### src/rtl/ps2_host_tx.sv
// -----------------------------------------------------------------------------
// ps2_host_tx
//   Host-to-device PS/2 transmitter. Sends one command byte (0xED set-LEDs,
//   0xF4 enable, 0xFF reset, ...) to the keyboard over the shared PS2_CLK /
//   PS2_DAT pair. Both lines are driven open-drain through active-high
//   pull-low enables; the top level does PS2_x = x_oe ? 1'b0 : 1'bz.
//
// Ports
//   CLOCK_50    in   system clock, single clock domain
//   Resetn      in   asynchronous active-low reset
//   send_data   in   [7:0] command byte, captured when send_req is accepted
//   send_req    in   one-cycle request, accepted only while idle
//   ps2_clk_in  in   raw PS2_CLK line level (asynchronous)
//   ps2_dat_in  in   raw PS2_DAT line level (asynchronous)
//   ps2_clk_oe  out  1 = pull PS2_CLK low
//   ps2_dat_oe  out  1 = pull PS2_DAT low
//   busy        out  high from the cycle after acceptance until done/error
//   done        out  one-cycle pulse: byte sent and device ACK seen
//   error       out  one-cycle pulse: no ACK or timeout
// -----------------------------------------------------------------------------
module ps2_host_tx #(
  parameter int INHIBIT_CYCLES = 6000,
  parameter int TIMEOUT_CYCLES = 750000
) (
  input  logic       CLOCK_50,
  input  logic       Resetn,
  input  logic [7:0] send_data,
  input  logic       send_req,
  input  logic       ps2_clk_in,
  input  logic       ps2_dat_in,
  output logic       ps2_clk_oe,
  output logic       ps2_dat_oe,
  output logic       busy,
  output logic       done,
  output logic       error
);

  localparam int ICW = (INHIBIT_CYCLES > 1) ? $clog2(INHIBIT_CYCLES) : 1;
  localparam int TCW = (TIMEOUT_CYCLES > 1) ? $clog2(TIMEOUT_CYCLES) : 1;

  // Last inhibit cycle (start bit overlaps clock inhibit) and the one before it.
  localparam logic [ICW-1:0] INH_LAST  = ICW'(INHIBIT_CYCLES - 1);
  localparam logic [ICW-1:0] INH_START = ICW'(INHIBIT_CYCLES - 2);
  localparam logic [TCW-1:0] TMO_LAST  = TCW'(TIMEOUT_CYCLES - 1);

  typedef enum logic [2:0] {
    ST_IDLE      = 3'd0,
    ST_INHIBIT   = 3'd1,
    ST_RELEASE   = 3'd2,
    ST_SHIFT     = 3'd3,
    ST_ACK       = 3'd4,
    ST_WAIT_IDLE = 3'd5
  } state_t;

  // Odd parity bit: 1 when the byte holds an even number of ones.
  function automatic logic odd_parity(input logic [7:0] d);
    return ~^d;
  endfunction

  state_t           state_r, state_n;
  logic [9:0]       shreg_r, shreg_n;
  logic [3:0]       bitcnt_r, bitcnt_n;
  logic [ICW-1:0]   icnt_r, icnt_n;
  logic [TCW-1:0]   tcnt_r, tcnt_n;
  logic             clk_oe_r, clk_oe_n;
  logic             dat_oe_r, dat_oe_n;
  logic             busy_r, busy_n;
  logic             done_r, done_n;
  logic             error_r, error_n;

  logic             clk_s1_r, clk_s2_r, clk_s3_r;
  logic             dat_s1_r, dat_s2_r;
  logic             fall_r;

  logic             cnt_run_s;
  logic             tmo_hit_s;

  assign ps2_clk_oe = clk_oe_r;
  assign ps2_dat_oe = dat_oe_r;
  assign busy       = busy_r;
  assign done       = done_r;
  assign error      = error_r;

  // Two-flop synchronizers for both lines plus a registered CLK falling-edge strobe.
  always_ff @(posedge CLOCK_50 or negedge Resetn) begin
    if (!Resetn) begin
      clk_s1_r <= 1'b1;
      clk_s2_r <= 1'b1;
      clk_s3_r <= 1'b1;
      dat_s1_r <= 1'b1;
      dat_s2_r <= 1'b1;
      fall_r   <= 1'b0;
    end else begin
      clk_s1_r <= ps2_clk_in;
      clk_s2_r <= clk_s1_r;
      clk_s3_r <= clk_s2_r;
      dat_s1_r <= ps2_dat_in;
      dat_s2_r <= dat_s1_r;
      fall_r   <= clk_s3_r & ~clk_s2_r;
    end
  end

  // The timeout window covers everything after the clock line is released.
  assign cnt_run_s = (state_r == ST_RELEASE) || (state_r == ST_SHIFT) ||
                     (state_r == ST_ACK)     || (state_r == ST_WAIT_IDLE);
  assign tmo_hit_s = (tcnt_r == TMO_LAST);

  // Next-state and next-output logic; outputs are registered in the block below.
  always_comb begin
    state_n  = state_r;
    shreg_n  = shreg_r;
    bitcnt_n = bitcnt_r;
    icnt_n   = icnt_r;
    tcnt_n   = cnt_run_s ? (tmo_hit_s ? tcnt_r : tcnt_r + TCW'(1)) : tcnt_r;
    clk_oe_n = clk_oe_r;
    dat_oe_n = dat_oe_r;
    busy_n   = busy_r;
    done_n   = 1'b0;
    error_n  = 1'b0;

    if (cnt_run_s && tmo_hit_s) begin
      // Device stopped clocking or never finished: give the bus back.
      state_n  = ST_IDLE;
      clk_oe_n = 1'b0;
      dat_oe_n = 1'b0;
      busy_n   = 1'b0;
      error_n  = 1'b1;
    end else begin
      case (state_r)
        ST_IDLE: begin
          if (send_req) begin
            shreg_n  = {1'b1, odd_parity(send_data), send_data};
            icnt_n   = '0;
            clk_oe_n = 1'b1;
            dat_oe_n = 1'b0;
            busy_n   = 1'b1;
            state_n  = ST_INHIBIT;
          end else begin
            clk_oe_n = 1'b0;
            dat_oe_n = 1'b0;
            busy_n   = 1'b0;
          end
        end

        ST_INHIBIT: begin
          if (icnt_r == INH_LAST) begin
            // Release CLK while DAT keeps the start bit low: request-to-send.
            clk_oe_n = 1'b0;
            dat_oe_n = 1'b1;
            tcnt_n   = '0;
            bitcnt_n = 4'd0;
            state_n  = ST_RELEASE;
          end else begin
            icnt_n = icnt_r + ICW'(1);
            if (icnt_r == INH_START) begin
              dat_oe_n = 1'b1;
            end else begin
              dat_oe_n = 1'b0;
            end
          end
        end

        ST_RELEASE: begin
          state_n = ST_SHIFT;
        end

        ST_SHIFT: begin
          if (fall_r) begin
            // Data changes while the device holds CLK low; stop bit (1) releases DAT.
            bitcnt_n = bitcnt_r + 4'd1;
            dat_oe_n = ~shreg_r[0];
            shreg_n  = {1'b1, shreg_r[9:1]};
            if (bitcnt_r == 4'd9) begin
              state_n = ST_ACK;
            end else begin
              state_n = ST_SHIFT;
            end
          end else begin
            state_n = ST_SHIFT;
          end
        end

        ST_ACK: begin
          if (fall_r) begin
            if (!dat_s2_r) begin
              state_n = ST_WAIT_IDLE;
            end else begin
              state_n  = ST_IDLE;
              clk_oe_n = 1'b0;
              dat_oe_n = 1'b0;
              busy_n   = 1'b0;
              error_n  = 1'b1;
            end
          end else begin
            state_n = ST_ACK;
          end
        end

        ST_WAIT_IDLE: begin
          if (clk_s2_r && dat_s2_r) begin
            state_n  = ST_IDLE;
            clk_oe_n = 1'b0;
            dat_oe_n = 1'b0;
            busy_n   = 1'b0;
            done_n   = 1'b1;
          end else begin
            state_n = ST_WAIT_IDLE;
          end
        end

        default: begin
          state_n  = ST_IDLE;
          clk_oe_n = 1'b0;
          dat_oe_n = 1'b0;
          busy_n   = 1'b0;
        end
      endcase
    end
  end

  // State, datapath and output registers.
  always_ff @(posedge CLOCK_50 or negedge Resetn) begin
    if (!Resetn) begin
      state_r  <= ST_IDLE;
      shreg_r  <= 10'd0;
      bitcnt_r <= 4'd0;
      icnt_r   <= '0;
      tcnt_r   <= '0;
      clk_oe_r <= 1'b0;
      dat_oe_r <= 1'b0;
      busy_r   <= 1'b0;
      done_r   <= 1'b0;
      error_r  <= 1'b0;
    end else begin
      state_r  <= state_n;
      shreg_r  <= shreg_n;
      bitcnt_r <= bitcnt_n;
      icnt_r   <= icnt_n;
      tcnt_r   <= tcnt_n;
      clk_oe_r <= clk_oe_n;
      dat_oe_r <= dat_oe_n;
      busy_r   <= busy_n;
      done_r   <= done_n;
      error_r  <= error_n;
    end
  end

endmodule

### config.mk
export PLATFORM = sky130hd
export DESIGN_NAME = ps2_host_tx
export DESIGN_NICKNAME = d
export VERILOG_FILES = /design/src/rtl/ps2_host_tx.sv
export SDC_FILE = /design/constraint.sdc
export NUM_CORES = 1
export LEC_CHECK = 0
export ABC_AREA = 1
export CORE_ASPECT_RATIO = 1.2
export CORE_MARGIN = 1.5
export CORE_UTILIZATION = 65
export CTS_BUF_LIST = sky130_fd_sc_hd__clkbuf_16
export CTS_CLUSTER_SIZE = 10
export DETAILED_ROUTE_END_ITERATION = 10
export HOLD_SLACK_MARGIN = 0.12
export PLACE_DENSITY_LB_ADDON = 0.12
export SKIP_CTS_REPAIR_TIMING = 1
export SYNTH_ARGS = -nofsm -noshare
export SYNTH_HDL_FRONTEND = slang
export SYNTH_SLANG_ARGS = --single-unit
### constraint.sdc
create_clock -name CLOCK_50 -period 2.58 [get_ports CLOCK_50]
set_input_delay 0.387 -clock CLOCK_50 [delete_from_list [all_inputs] [get_ports CLOCK_50]]
set_output_delay 0.387 -clock CLOCK_50 [all_outputs]
set_load 0.02 [all_outputs]
==> results of run 1 <==
cells by family after synthesis:
family | share of synthesized area [%]
adder cells (fa/ha/maj) | 1.65
buffers and inverters | 6.71
AND/OR/NAND/NOR | 35.3
multiplexers | 0.263
AO/OA/AOI/OAI | 10.2
flip-flops | 40.3
XOR/XNOR | 5.53
metrics by stage:
stage	util, %	instances
after global routing	76.0	608
after global placement	71.0	594
final	76.0	608
after floorplan	-	501
after detailed placement	71.0	594
after CTS	76.0	608
layer usage:
layer / vias up / routed length [microns] / GRT usage (%)
li1: 1669 / - / -
met1: 1563 / 3460 / 34.3
met2: 88 / 4080 / 46.7
met3: 19 / 338 / 6.28
met4: 0 / 189 / 12.9
met5: - / 0 / 0
layout make-up:
type / instances / area (sq um)
fill: 427 / 1360
clock inverter: 5 / 55.1
sequential: 61 / 1530
multi-input combinational: 381 / 2010
inverter: 53 / 199
tap: 80 / 100
timing repair buffer: 19 / 180
clock buffer: 9 / 225
power breakdown:
| part | internal, mW | total (mW) | switching [mW] |
|---|---|---|---|
| Sequential | 0.966 | 0.970 | 0.00423 |
| Clock | 0.731 | 1.14 | 0.408 |
| Combinational | 0.0313 | 0.0725 | 0.0412 |
worst max-delay path, cell delays in order, from the launching register on:
cell and delay, ns:
dfrtp_1 0.46, ha_1 0.30, nand3_1 0.12, nor2_1 0.20, nand3_1 0.22, nand2_1 0.14
nand3_2 0.10, inv_1 0.12, o22ai_1 0.10
sequential cells by signal, indices dropped and copies added, names as in the netlist, 3 cells and up:
register	count
bitcnt_r	4
icnt_r	13
shreg_r	10
state_r	3
tcnt_r	20
final timing paths:
| path | start | end | slack (ns) | depth (start not counted) |
|---|---|---|---|---|
| min | Resetn | tcnt_r[10] | 0.17 | 1 |
| min in group CLOCK_50 | clk_s1_r | clk_s2_r | 0.36 | 0 |
| min reg2reg | clk_s1_r | clk_s2_r | 0.36 | 0 |
| max | icnt_r[0] | bitcnt_r[1] | 0.70 | 8 |
| max reg2reg | icnt_r[0] | bitcnt_r[1] | 0.70 | 8 |
| max in group asynchronous | Resetn | icnt_r[0] | 1.71 | 2 |
Yosys cell counts (all sizes together):
master / n
mux2i: 1
a21oi: 25
and2: 1
nor2: 62
clkbuf: 1
ha: 5
buf: 5
nand2: 151
clkinv: 1
a31oi: 1
or2: 3
xor2: 16
o21ai: 38
nand4: 10
o22ai: 1
inv: 52
dfrtp: 56
nand3b: 3
nor3: 8
xnor2: 8
and3: 1
nand3: 44
a31o: 1
nor4: 2
dfstp: 5
==> key figures, run 1 <==
Floorplan
  – Initial Utilization: 67.1%
  – Core Box Area: 5670 sq um
  – Standard-cell rows: 30
  – Chip height: 86.8 microns
  – Ports placed on the boundary: 18
  – Die area: 6320 sq um
  – Die extent in x: 72.8 microns

Synth
  – Gate count after technology mapping: 501
  – Syn Std Cell Area: 3800 sq um
  – Syn Nets: 519
  – Area share of the leading cell type in the synthesized netlist: 36.9%
  – Average instance area after synthesis: 7.59 sq um
  – Syn. warnings: 0
  – Largest area contributor in the synthesized netlist: dfrtp_1
  – Netlist cell types: 41
  – Dominant cells by area after synthesis: dfrtp_1 37%, nand2_1 14%, nor2_1 5.3%
  – Sequential-to-total area share from yosys stat: 40.3%
  – Number of synthesized register bits: 61

Timing
  – Worst Clk Skew: 0.00667 ns
  – Sum Neg Setup Slack: 0 ns
  – Final Slew Violations: 0
  – Post-layout worst setup margin: 0.703 ns
  – Unrepaired setup endpoints after global routing: no
  – Tightest slew margin relative to the limit: 43.3%
  – Crit path time final: 1.88 ns
  – Period utilization: 72.7%
  – Total count of hold-check failures in the final report: 0
  – Max Freq: 0.533 GHz
  – Worst hold-check slack: 0.165 ns
  – Worst Tran Pin Value: 0.850 ns
  – Count of final setup violators: 0

Setup path
  – Required time at the worst-slack endpoint: 2.78 ns
  – Element type at the critical path start: register
  – Critical-path maximum fanout: 7
  – Endpoint arrival time on the critical path: 2.08 ns
  – CP Class: reg -> reg
  – Kind of capture point of the worst setup path: register

Power
  – VDD IR-drop max: 0.000385 V
  – Leak Pwr: 2.00 nW
  – Power per Cell Area: 507 nW/um^2
  – Overall Power: 2.18 mW

Clock tree
  – # clock sinks: 61
  – Clock transition at the register clock pins on the worst setup and hold paths after CTS: 0.05 ns
  – Root buffer cell: clkbuf_16
  – Cts bufs inserted: 9
  – TritonCTS clock tree: yes
  – Maximum level of the CTS H-tree: 3
  – Number of buffers on the longest clock path: 2
  – Clock insertion delay at the later pin of the skew report: 0.33 ns

Placement
  – Placement-stage worst setup slack: 0.727 ns
  – GPL Wtd Cong: 0.913
  – Instance area after placement: 4030 sq um
  – HPWL after detailed placement: 5.72 mm
  – Count of port buffers added during placement: 17

Global route
  – First-pass GRT wire length: 13.7 mm
  – Congestion Overflow GR: 0
  – Global-route usage over all layers: 28.0%
  – Number of antenna violations at the first check in global routing: 0
  – Maximum number of pins on one net before global-route repair: 41
  – Vias in the first global route: 3,098

Route
  – Via count of the routed design: 3,339
  – DRC violation count after routing: 0
  – 1st-iter DRT viols: 302
  – Average wire per cell in the routed design: 13.3 microns
  – Detailed-route wire length: 8.07 mm
  – Number of nets with antenna violations after detailed routing: 0
  – Ratio of routed vias to standard cells: 5.49
  – First-pass detailed-route iteration total: 5

Cells and area
  – Fraction of final layout cells sized beyond drive strength 1: 12.5%
  – Growth of design area from synthesis to finish: 13.3%
  – Most common library cell in the layout ignoring fill and taps: nand2_1
  – Finished layout cell area: 4310 sq um
  – Highest-count cells in the layout ignoring fill and taps: 144 x nand2_1, 56 x dfrtp_1, 54 x nor2_1
  – Final net count: 543
  – Ant. Diodes: 0

Status
  – Status: complete, no violations

Flow run
  – Number of max-cap violations: 0

Min path
  – Path type of the worst min-delay path: in -> async
No activity file was read; power rests on OpenSTA's default activity.
==> run 2: changes to the inputs <==
- CORE_UTILIZATION: 65 -> 61
- clock period: 2.58 -> 1.8 ns (I/O delays scaled with it)
==> run 2 against run 1 <==
  * Fmax rose by 10%
  * First-iteration DRC count decreased by 19%
  * Die area grew 6.3%
  * Combinational power grew 45%
  * Critical path type unchanged
  * Critical endpoint is now shreg_r[9]
==> key figures, run 2 (synthesis results as in run 1) <==
Status
  – Status: complete, no violations

Route
  – Number of nets with antenna violations after detailed routing: 0 (unchanged)
  – Uppermost layer routed: met4
  – Via count of the routed design: 3,491 (+4.6%)
  – DRC violation count after routing: 0 (unchanged)
  – Routed length on met3: 354 microns (+4.7%)
  – Met2 wire len: 4.48 mm (+9.7%)
  – Detailed-route wire length: 8.84 mm (+9.6%)
  – Ratio of routed vias to standard cells: 5.47 (-0.36%)
  – First-pass detailed-route iteration total: 4 (-1)
  – Detailed-routing wirelength on met1: 3.76 mm (+8.7%)
  – 1st-iter DRT viols: 244 (-19%)
  – Average wire per cell in the routed design: 13.9 microns (+4.5%)

Global route
  – Global-route usage over all layers: 27.7% (-0.35 points)
  – Number of antenna violations at the first check in global routing: 0 (unchanged)
  – Vias in the first global route: 3,223 (+4.0%)
  – Congestion Overflow GR: 0 (unchanged)
  – First-pass GRT wire length: 14.0 mm (+2.7%)
  – Maximum number of pins on one net before global-route repair: 36 (-12%)

Cells and area
  – Final net count: 569 (+4.8%)
  – Most common library cell in the layout ignoring fill and taps: nand2_1
  – Largest reg by FF count: tcnt_r
  – Growth of design area from synthesis to finish: 19.1%
  – Largest registers: tcnt_r x20, icnt_r x13, shreg_r x10
  – Number of standard cells in the layout, taps in and fillers out: 638 (+4.9%)
  – Ant. Diodes: 0 (unchanged)
  – Filler Cells Inserted: 454 (+6.3%)
  – Max reg flops: 20 (unchanged)
  – Highest-count cells in the layout ignoring fill and taps: 143 x nand2_1, 56 x dfrtp_1, 54 x nor2_1
  – Fraction of final layout cells sized beyond drive strength 1: 16.5% (+4.0 points)

Clock tree
  – TritonCTS clock tree: yes
  – # clock sinks: 61 (unchanged)
  – Number of buffers on the longest clock path: 2 (unchanged)
  – Maximum level of the CTS H-tree: 3 (unchanged)
  – Clock transition at the register clock pins on the worst setup and hold paths after CTS: 0.05 ns (about the same)
  – Clock insertion delay at the later pin of the skew report: 0.33 ns (about the same)
  – Root buffer cell: clkbuf_16
  – Cts bufs inserted: 9 (unchanged)

Floorplan
  – Initial Utilization: 63.2% (-3.8 points)
  – Ports placed on the boundary: 18 (unchanged)
  – Standard-cell rows: 31 (+3.3%)
  – Die extent in x: 75.1 microns (+3.1%)
  – Die area: 6720 sq um (+6.3%)
  – Core Box Area: 6010 sq um (+6.1%)
  – Chip height: 89.5 microns (+3.1%)

Timing
  – Worst Clk Skew: 0.00905 ns (+0.00239 ns)
  – Max Freq: 0.588 GHz (+10%)
  – Crit path time final: 1.70 ns (-0.175 ns)
  – Unrepaired setup endpoints after global routing: yes
  – Total count of hold-check failures in the final report: 0 (unchanged)
  – Sum Neg Setup Slack: 0 ns (unchanged)
  – Post-layout worst setup margin: 0.0984 ns (-0.605 ns)
  – Worst Tran Pin Value: 0.464 ns (-0.386 ns)
  – Count of final setup violators: 0 (unchanged)
  – Final Slew Violations: 0 (unchanged)
  – Period utilization: 94.5% (+22 points)
  – Tightest slew margin relative to the limit: 69.1% (+26 points)
  – Worst hold-check slack: 0.354 ns (+0.189 ns)

Min path
  – Worst Hold Launch: ps2_dat_in
  – Path type of the worst min-delay path: in -> reg
  – Worst hold path cell count: 1
  – Endpoint with the worst hold slack: dat_s1_r

Placement
  – HPWL after detailed placement: 6.28 mm (+9.7%)
  – Count of placed standard cells including taps: 619 (+4.2%)
  – Count of port buffers added during placement: 17 (unchanged)
  – Placement-stage worst setup slack: 0.106 ns (-0.621 ns)
  – GPL Wtd Cong: 0.897 (-1.8%)

Power
  – Share of power burned in the clock network: 52.3% (about the same)
  – Overall Power: 3.14 mW (+44%)
  – Leak Pwr: 2.14 nW (+6.9%)
  – Sequential Power Share: 44.3% (-0.2 points)
  – Power per Cell Area: 693 nW/um^2 (+37%)
  – Internal power consumption: 2.48 mW (+43%)
  – Power dissipated by switching net loads: 660 uW (+45%)
  – VDD IR-drop max: 0.000563 V (+46%)
  – Fraction of power consumed by combinational cells: 3.3% (about the same)
  – Switching share of power: 21.0% (+0.24 points)

Setup path
  – CP Class: reg -> reg
  – Chain of cells forming the critical path: ha_1, nand3_2, nor2_4, nand4_4, nand2_2, nor2_4, buf_12, or2_1
  – Buffers plus inverters on the worst setup path: 1 (unchanged)
  – Endpoint arrival time on the critical path: 1.91 ns (-0.17 ns)
  – Kind of capture point of the worst setup path: register
  – Required time at the worst-slack endpoint: 2.01 ns (-0.77 ns)
  – Delay contributed by the slowest stage of the critical path: 0.37 ns (-0.09 ns)
  – Element type at the critical path start: register
  – R2R Path Start: tcnt_r[1]
  – Critical R2R Capture: shreg_r[9]
  – Cell type with the highest occurrence count on the critical path: nor2_4
  – Slowest cell on the critical path: dfrtp_1
  – Worst reg2reg path depth: 8 (unchanged)
  – Cell class contributing the biggest share of worst-path delay: simple AND/OR/NAND/NOR gates
  – Critical-path maximum fanout: 18 (+11)
  – Worst reg-to-reg setup slack: 0.1 ns (-0.60 ns)

Flow run
  – Number of max-cap violations: 0 (unchanged)
[run 2: cell types whose count changed in the layout (fill, tap and decap cells not counted), sizes merged]
cell	delta
clkinv	+2
buf	+25
dlygate4sd3	+1
[run 2: power by group through the flow]
stage / clock, mW / sequential [mW] / combinational, mW
finish: 1.64 / 1.39 / 0.105
global route: 1.72 / 1.39 / 0.120
CTS: 1.66 / 1.39 / 0.105
detailed placement: 0 / 1.41 / 0.105
global placement: 0 / 1.41 / 0.103
floorplan: 0 / 1.41 / 0.0364
[run 2: metrics by stage]
stage                     area, sq um  utilization [%]
after detailed placement         4210             70.1
after global placement           4210             70.1
final                            4530             75.3
after floorplan                  3800                -
after global routing             4530             75.3
after CTS                        4500             74.8
[run 2: cell type report]
cell class | instances | area [sq um] | area share (%)
Tap cell | 82 | 103 | 2.27
Multi-Input combinational cell | 381 | 2020 | 44.6
Clock inverter | 7 | 57.6 | 1.27
Inverter | 53 | 199 | 4.39
Timing Repair Buffer | 45 | 390 | 8.62
Clock buffer | 9 | 225 | 4.97
Sequential cell | 61 | 1530 | 33.8
[run 2: how the worst max path moves through the flow]
stage	startpoint	to	slack [ns]	depth (start not counted)
6_report	tcnt_r[1]	shreg_r[9]	0.1	8
5_1_grt	tcnt_r[0]	icnt_r[11]	-0.01	9
4_1_cts	tcnt_r[1]	shreg_r[9]	0.09	8
3_5_place_dp	tcnt_r[1]	shreg_r[9]	0.11	8
3_3_place_gp	tcnt_r[0]	shreg_r[9]	0.17	8
2_1_floorplan	icnt_r[0]	icnt_r[6]	0.21	9
[run 2: layer usage]
layer	vias to the layer above	track usage, %
li1	1720	-
met1	1635	32.9
met2	110	47.1
met3	26	4.74
met4	0	15.2
met5	-	0
==> run 3: changes to the inputs <==
- TNS_END_PERCENT: not set -> 100
==> results of run 3 <==
Same layout as run 2: the final DEF is identical, and so are final timing and power.
